### src/rtl/instr_mem_loader.sv
// Byte-stream loader for the instruction memory: assembles 16-bit words (high byte first),
// writes them from address 0 upward, and holds the processor in reset until the load completes.
module instr_mem_loader #(
    parameter int ADDR_W = 7,
    parameter int DATA_W = 16,
    parameter int DEPTH  = 128
) (
    input  logic              Clk,
    input  logic              Reset,
    input  logic              Start,
    input  logic [7:0]        Len,
    input  logic [7:0]        Byte_In,
    input  logic              Byte_Valid,
    output logic              Byte_Ready,
    output logic              IM_Wr,
    output logic [ADDR_W-1:0] IM_Addr,
    output logic [DATA_W-1:0] IM_Data,
    output logic              CPU_Reset,
    output logic              Busy,
    output logic              Done,
    output logic              Err,
    output logic [7:0]        Checksum,
    output logic [2:0]        dbg_state
);

    localparam logic [2:0] S_IDLE   = 3'd0;
    localparam logic [2:0] S_GET_HI = 3'd1;
    localparam logic [2:0] S_GET_LO = 3'd2;
    localparam logic [2:0] S_WRITE  = 3'd3;
    localparam logic [2:0] S_DONE   = 3'd4;

    localparam logic [8:0] DEPTH_L = 9'(DEPTH);

    logic [2:0] state;
    logic [7:0] hi_byte;
    logic [7:0] counter;
    logic       len_ok;
    logic       byte_xfer;

    // Handshake: a byte moves on a rising edge where Byte_Valid and Byte_Ready are both high;
    // Byte_Ready depends only on state, so the host may hold Byte_Valid high across any stall.
    assign Byte_Ready = (state == S_GET_HI) || (state == S_GET_LO);
    assign byte_xfer  = Byte_Valid && Byte_Ready;
    assign IM_Wr      = (state == S_WRITE);
    assign Busy       = (state != S_IDLE);
    assign Done       = (state == S_DONE);
    assign dbg_state  = state;

    assign len_ok = (Len != 8'd0) && ({1'b0, Len} <= DEPTH_L);

    always_ff @(posedge Clk or posedge Reset) begin
        if (Reset) begin
            state     <= S_IDLE;
            hi_byte   <= 8'd0;
            counter   <= 8'd0;
            IM_Addr   <= '0;
            IM_Data   <= '0;
            CPU_Reset <= 1'b1;
            Err       <= 1'b0;
            Checksum  <= 8'd0;
        end else begin
            case (state)
                S_IDLE: begin
                    if (Start) begin
                        if (len_ok) begin
                            IM_Addr   <= '0;
                            counter   <= Len;
                            Checksum  <= 8'd0;
                            Err       <= 1'b0;
                            CPU_Reset <= 1'b1;
                            state     <= S_GET_HI;
                        end else begin
                            Err <= 1'b1;
                        end
                    end
                end
                S_GET_HI: begin
                    if (byte_xfer) begin
                        hi_byte  <= Byte_In;
                        Checksum <= Checksum ^ Byte_In;
                        state    <= S_GET_LO;
                    end
                end
                S_GET_LO: begin
                    if (byte_xfer) begin
                        IM_Data  <= DATA_W'({hi_byte, Byte_In});
                        Checksum <= Checksum ^ Byte_In;
                        state    <= S_WRITE;
                    end
                end
                S_WRITE: begin
                    counter <= counter - 8'd1;
                    // The last word keeps its address so IM_Addr never wraps past DEPTH-1.
                    if (counter == 8'd1) begin
                        state <= S_DONE;
                    end else begin
                        IM_Addr <= IM_Addr + 1'b1;
                        state   <= S_GET_HI;
                    end
                end
                S_DONE: begin
                    CPU_Reset <= 1'b0;
                    state     <= S_IDLE;
                end
                default: state <= S_IDLE;
            endcase
        end
    end

endmodule
### config.mk
export PLATFORM = sky130hd
export DESIGN_NAME = instr_mem_loader
export DESIGN_NICKNAME = d
export VERILOG_FILES = /design/src/rtl/instr_mem_loader.sv
export SDC_FILE = /design/constraint.sdc
export NUM_CORES = 1
export LEC_CHECK = 0
export ABC_CLOCK_PERIOD_IN_PS = 2370
export BUFFER_PORTS_ARGS = -buffer_cell sky130_fd_sc_hd__buf_2
export CELL_PAD_IN_SITES_DETAIL_PLACEMENT = 1
export CELL_PAD_IN_SITES_GLOBAL_PLACEMENT = 2
export CORE_ASPECT_RATIO = 0.6
export CORE_MARGIN = 4
export CORE_UTILIZATION = 36
export CTS_BUF_LIST = sky130_fd_sc_hd__clkbuf_2 sky130_fd_sc_hd__clkbuf_4 sky130_fd_sc_hd__clkbuf_8
export DETAILED_ROUTE_END_ITERATION = 12
export PLACE_DENSITY_LB_ADDON = 0.1
export SLEW_MARGIN = 0
export SYNTH_ARGS = -nofsm -noshare
export SYNTH_HDL_FRONTEND = slang
export SYNTH_SLANG_ARGS = --single-unit
export TNS_END_PERCENT = 5
### constraint.sdc
create_clock -name Clk -period 2.37 [get_ports Clk]
set_input_delay 0.474 -clock Clk [delete_from_list [all_inputs] [get_ports Clk]]
set_output_delay 0.474 -clock Clk [all_outputs]
set_load 0.03 [all_outputs]
* After elaboration in Yosys (flattened, before gate mapping)
Index checks and enable logic that the tools add are counted.
** Operators by class
- Add/sub/neg operators :: 2
- Magnitude comparators :: 1
- Equal/unequal tests :: 11
- Multiplexer cells :: 21
- Bitwise gates (word level) :: 1
- Reductions and logical operators :: 18
** Operator list (number)
- $mux 8 :: 5
- $pmux 8 s2 :: 2
- $mux 7 :: 3
- $mux 3 :: 5
- $pmux 7 s2 :: 1
- $pmux 3 s4 :: 1
- $reduce_and 4->1 :: 3
- $ne 2x2->1 const B :: 5
- $eq 8x1->1 const B :: 1
- $le 8x8->1 const B :: 1
- $reduce_bool 8->1 :: 1
- $sub 8x1->8 const B :: 1
- $xor 8x8->8 :: 1
- $add 7x1->7 const B :: 1
- $eq 3x2->1 const B :: 2
- $reduce_and 2->1 :: 3
- $reduce_and 3->1 :: 2
- $reduce_bool 2->1 :: 3
- $eq 3x1->1 const B :: 1
- $eq 3x3->1 const B :: 1
- $logic_not 3->1 :: 1
- $mux 1 :: 3
- $reduce_bool 3->1 :: 1
- $logic_and 1x1->1 :: 2
- 4 further kinds :: 4
** Storage, ports and cells
- Flip-flop bits (word level) :: 52
- Word-level logic and storage cells :: 62

* Longest topological paths before layout
- Depth after elaboration :: 5
- Depth in mapped cells :: 6

* Worst setup path after synthesis
Ideal clock, no wire load.
- Kind :: register to output
- From :: reg state[1], in the netlist dbg_state[1]
- To :: out Byte_Ready
- Arrival time :: 1.704 ns
- Data required time :: 1.896 ns
- Setup slack :: 0.192 ns
- Stages on the path, launching flop included :: 4
- Path buffers :: 1
- Path through :: dfrtp_1 -> buf_2 -> xor2_1 -> nor2b_1
** On the way
- Word-level cells in the longest chain between the ends :: 2
- Elaborated cells between the ends (all ways) :: 3
** Ends and longest elaborated chain
- from (decl) :: line 34 : logic [2:0] state;
- from (signal assigned) :: line 53 : state <= S_IDLE;
- from (signal assigned) :: line 71 : state <= S_GET_HI;
- from (signal assigned) :: line 81 : state <= S_GET_LO;
- $eq 3x1->1 / $eq 3x2->1 (equally long branches) :: line 42 : assign Byte_Ready = (state == S_GET_HI) || (state == S_GET_LO);
- $logic_or 1x1->1 * :: line 42
- to (decl) :: line 14 : output logic Byte_Ready,
Mark *: on every way between the ends. The rest lies on a longest branch, timed or not.

* Final worst setup path
- From :: reg state[2], in the netlist dbg_state[2]
- To :: out Busy
** On the way
- Word-level cells in the longest chain between the ends :: 1
** Ends and longest elaborated chain
- $reduce_bool 3->1 :: line 45 : assign Busy = (state != S_IDLE);
- to (decl) :: line 19 : output logic Busy,
No other way between the ends.

==> results by stage <==
Clocking:
- The number of setup buffers added after CTS is 0.
- CTS saw 52 sinks.
- The maximum clock insertion buffer count is 2.
- After clock tree synthesis, the clock-pin slew on the worst setup and hold paths is 0.10 ns.
- Clock tree synthesis selected as its root buffer the cell clkbuf_8.
- The H-tree depth reported by CTS is 2.
- TritonCTS built the clock tree.
- The post-cts repair resize count is 0.
- Clock tree synthesis inserted a total of 5 buffers.
- The clock latency on the worst-skew pair is 0.31 ns.
- In this run, post-CTS hold repair placed 0 buffers.

Routing:
- The detailed-router iteration count before antenna repair is 4.
- The routed wire length is 6640 microns.
- Dividing the detail-routed via count by the number of cells gives 5.23.
- The remaining antenna violation count is 0.
- In the routed design, unresolved DRC markers number 0.
- The first routing iteration left 68 violations.
- The mean routed wirelength per cell is 17.5 microns.
- The routed layout has 1988 vias.

Synthesis:
- The number of instances in the synthesized netlist is 221.
- Yosys attributes the largest share of cell area to dfrtp_1, mux2_2, nand4b_1, xor2_1, nor2_1.
- For this run, asynchronously set or reset flops after synthesis account for 100%.
- The number of library cell types mapped by synthesis is 51.
- The sequential cell area fraction in the yosys report is 50.8%.
- The post-synthesis cell type with the largest combined area is dfrtp_1.
- Counting flops and latches in the post-synthesis netlist gives 52.
- The cell area that synthesis handed to floorplanning was 2560 sq um.
- The number of flops mapped to enable cells by yosys is 0.
- The top cell type's share of synthesized area is 49.8%.
- The most used flip-flop cell after synthesis is dfrtp_1.
- A synthesized cell averages 11.6 sq um.
- Synthesis produced a netlist with a net count of 244.
- The total number of yosys warnings is 0.

Place:
- Buffers placed on the I/O ports in this run total 59.
- The placer congestion estimate is 0.722.
- The HPWL after detailed placement is 5140 microns.

Floorplanning:
- The die is 117 microns wide.
- The total area inside the core boundary comes to 6790 sq um.
- The number of standard-cell rows in the floorplan is 23.
- The die covers 8580 sq um.
- For this design the top-level I/O count stands at 60.
- The initial utilization of the core area, before any placement, comes to 37.7%.
- The y dimension of the die is 73.4 microns.

Timing:
- The sum of negative setup slack is 0 ns.
- The total setup violations reported at the end of the flow is 0.
- The final clock skew is 0.0150 ns.
- Measured against its own limit, the worst slew margin works out to 55.7%.
- The ratio of final minimum period to clock period is 93.9%.
- Based on the critical path, the design can be clocked at up to 449 MHz.
- The hold violation total from the final report was 0.
- The clock period minus worst slack is 2.23 ns.
- Setup repair after global routing left no endpoint under its margin.
- For the pin with the worst max-slew slack, the measured transition is 0.664 ns.
- The final count of pins violating max slew was 0.

Final layout:
- Leaving out fill and tap cells, the most frequent cells in the layout are buf_2, dfrtp_1, mux2_2.
- The number of antenna diodes in the final layout is 0.
- The final layout contains 315 nets.
- From synthesis to final layout, the design area changed by 21.3%.
- In the final layout, the share of cells above drive strength 1 is 41.6%.
- Cells fill 45.8% of the core in the end.
- The final-layout fill cell count is 777.
- Leaving out fill and tap cells, the most frequent cell in the layout is buf_2.

GRT:
- The number of global-route vias before repair is 2009.
- After global routing, the most crowded layer is met1.
- The initial antenna violation count is 0.
- Entering global routing, the biggest net connects 53 pins.
- Global routing used 22.6% of the available met2 tracks.
- The first global-routing pass estimated 10800 microns of wire.
- The fraction of met3 tracks used by global routing is 4.86%.
- The fraction of met1 tracks used by global routing is 25.6%.
- Global routing used 16.5% of the available tracks across all layers.
- The final global-route overflow total is 0.

Pwr:
- For this design the static power due to leakage is 1.42 nW.
- IR analysis of the VDD net gives a maximum drop of 0.510 mV.
- Dividing total power by cell area gives a power density of 1390 nW/um^2.

Setup path:
- The critical path goes through buf_4 > or3_1 > buf_2.
- At the worst endpoint, the arrival time is 1.75 ns.
- The type of the worst setup path is reg2out.
- The type of element launching the critical path is a flop.
- The largest stage delay on the critical path is 0.51 ns.
- The data required time at the worst endpoint is 1.90 ns.
- The standard cell with the maximum stage delay on the critical path is dfrtp_1.
- The largest fanout on the critical path is 11.
- STA classifies the critical path endpoint as an output port.

Hold path:
- The path class of the tightest hold or removal check is in2async.

Flow run:
- The number of max-capacitance violations reported is 0.

Status:
- The flow ran to the end, and the final reports show no timing, DRC or antenna violations.
[worst max-delay path, delay by kind of cell (launching register included)]
kind	cells	cell delay [ns]
buffers and inverters	2	0.46
DFF	1	0.51
and+or+nand+nor	1	0.48
[per-layer routing]
layer  part of all wire, %  routed length [microns]  vias to the layer above
met2                    40                     2680                       31
met3                   4.0                      269                        2
met1                    55                     3670                      990
met5                     0                        0                        -
li1                      -                        -                      965
met4                  0.35                       23                        0
[flip-flops by register name, summed over array words and instances, names as in the netlist]
| signal | count |
|---|---|
| CPU_Reset | 1 |
| Checksum | 8 |
| Err | 1 |
| IM_Addr | 7 |
| IM_Data | 16 |
| counter | 8 |
| dbg_state | 3 |
| hi_byte | 8 |
[cell usage after synthesis, types with 2 or more instances]
cell type,count
dfrtp_1,51
mux2_2,24
nor2_1,19
nand2_1,9
nand3_1,9
nand4b_1,9
xor2_1,9
a21oi_1,8
inv_1,7
and2_1,5
o21ai_0,5
a41oi_1,4
nor3_1,4
o221a_2,4
a31oi_1,3
and3_1,3
buf_2,3
clkbuf_1,3
ha_1,3
a211oi_1,2
nand2b_1,2
nand3b_1,2
nor3b_1,2
nor4_2,2
o41ai_1,2
or3_1,2
[stage by stage]
| stage | hold slack (ns) | setup WS (ns) | cells | total power, W | instance area (sq um) |
|---|---|---|---|---|---|
| after floorplan | 0.475 | 0.192 | 221 | 0.00312 | 2560 |
| after global placement | 0.471 | 0.257 | 372 | 0.00379 | 3020 |
| after detailed placement | 0.483 | 0.252 | 372 | 0.00385 | 3020 |
| after CTS | 0.352 | 0.123 | 380 | 0.00437 | 3110 |
| after global routing | 0.391 | 0.0639 | 380 | 0.00463 | 3110 |
| final | 0.338 | 0.143 | 380 | 0.00431 | 3110 |
[power by group]
group          total [W]  switching [W]  internal (W)
clock           0.000502       0.000283      0.000218
combinational    0.00217        0.00135      0.000821
sequential       0.00163       0.000331       0.00130
[final timing paths]
check | to | depth (start not counted) | slack [ns] | start
worst min-delay path | hi_byte[1] | 3 | 0.34 | Reset
max in group asynchronous | Checksum[5] | 3 | 1.59 | Reset
min in group Clk | hi_byte[0] | 2 | 0.43 | Byte_In[0]
worst min register to register | IM_Addr[6] | 1 | 0.50 | IM_Addr[6]
worst max-delay path | Busy | 3 | 0.14 | dbg_state[2]
worst max register to register | counter[0] | 4 | 0.35 | dbg_state[2]
[kinds of logic after synthesis]
group,count (synthesis),synth area share [%]
XOR/XNOR,9,3.08
flip-flops,52,50.8
AO/OA/AOI/OAI,37,11.0
multiplexers,25,10.9
AND/OR/NAND/NOR,79,19.8
adder cells (fa/ha/maj),3,1.46
buffers and inverters,16,2.93
[layout make-up]
cell class / instances / area, sq um / area share (%)
flip-flops and latches: 52 / 1300 / 41.9
well taps: 87 / 109 / 3.50
multi-input cells: 153 / 1180 / 38.1
repair buffers: 72 / 393 / 12.6
inverters: 8 / 30.0 / 0.966
clock buffers: 6 / 76.3 / 2.46
clock inverters: 2 / 12.5 / 0.403
Note: power is estimated with default switching activity, not from simulation.
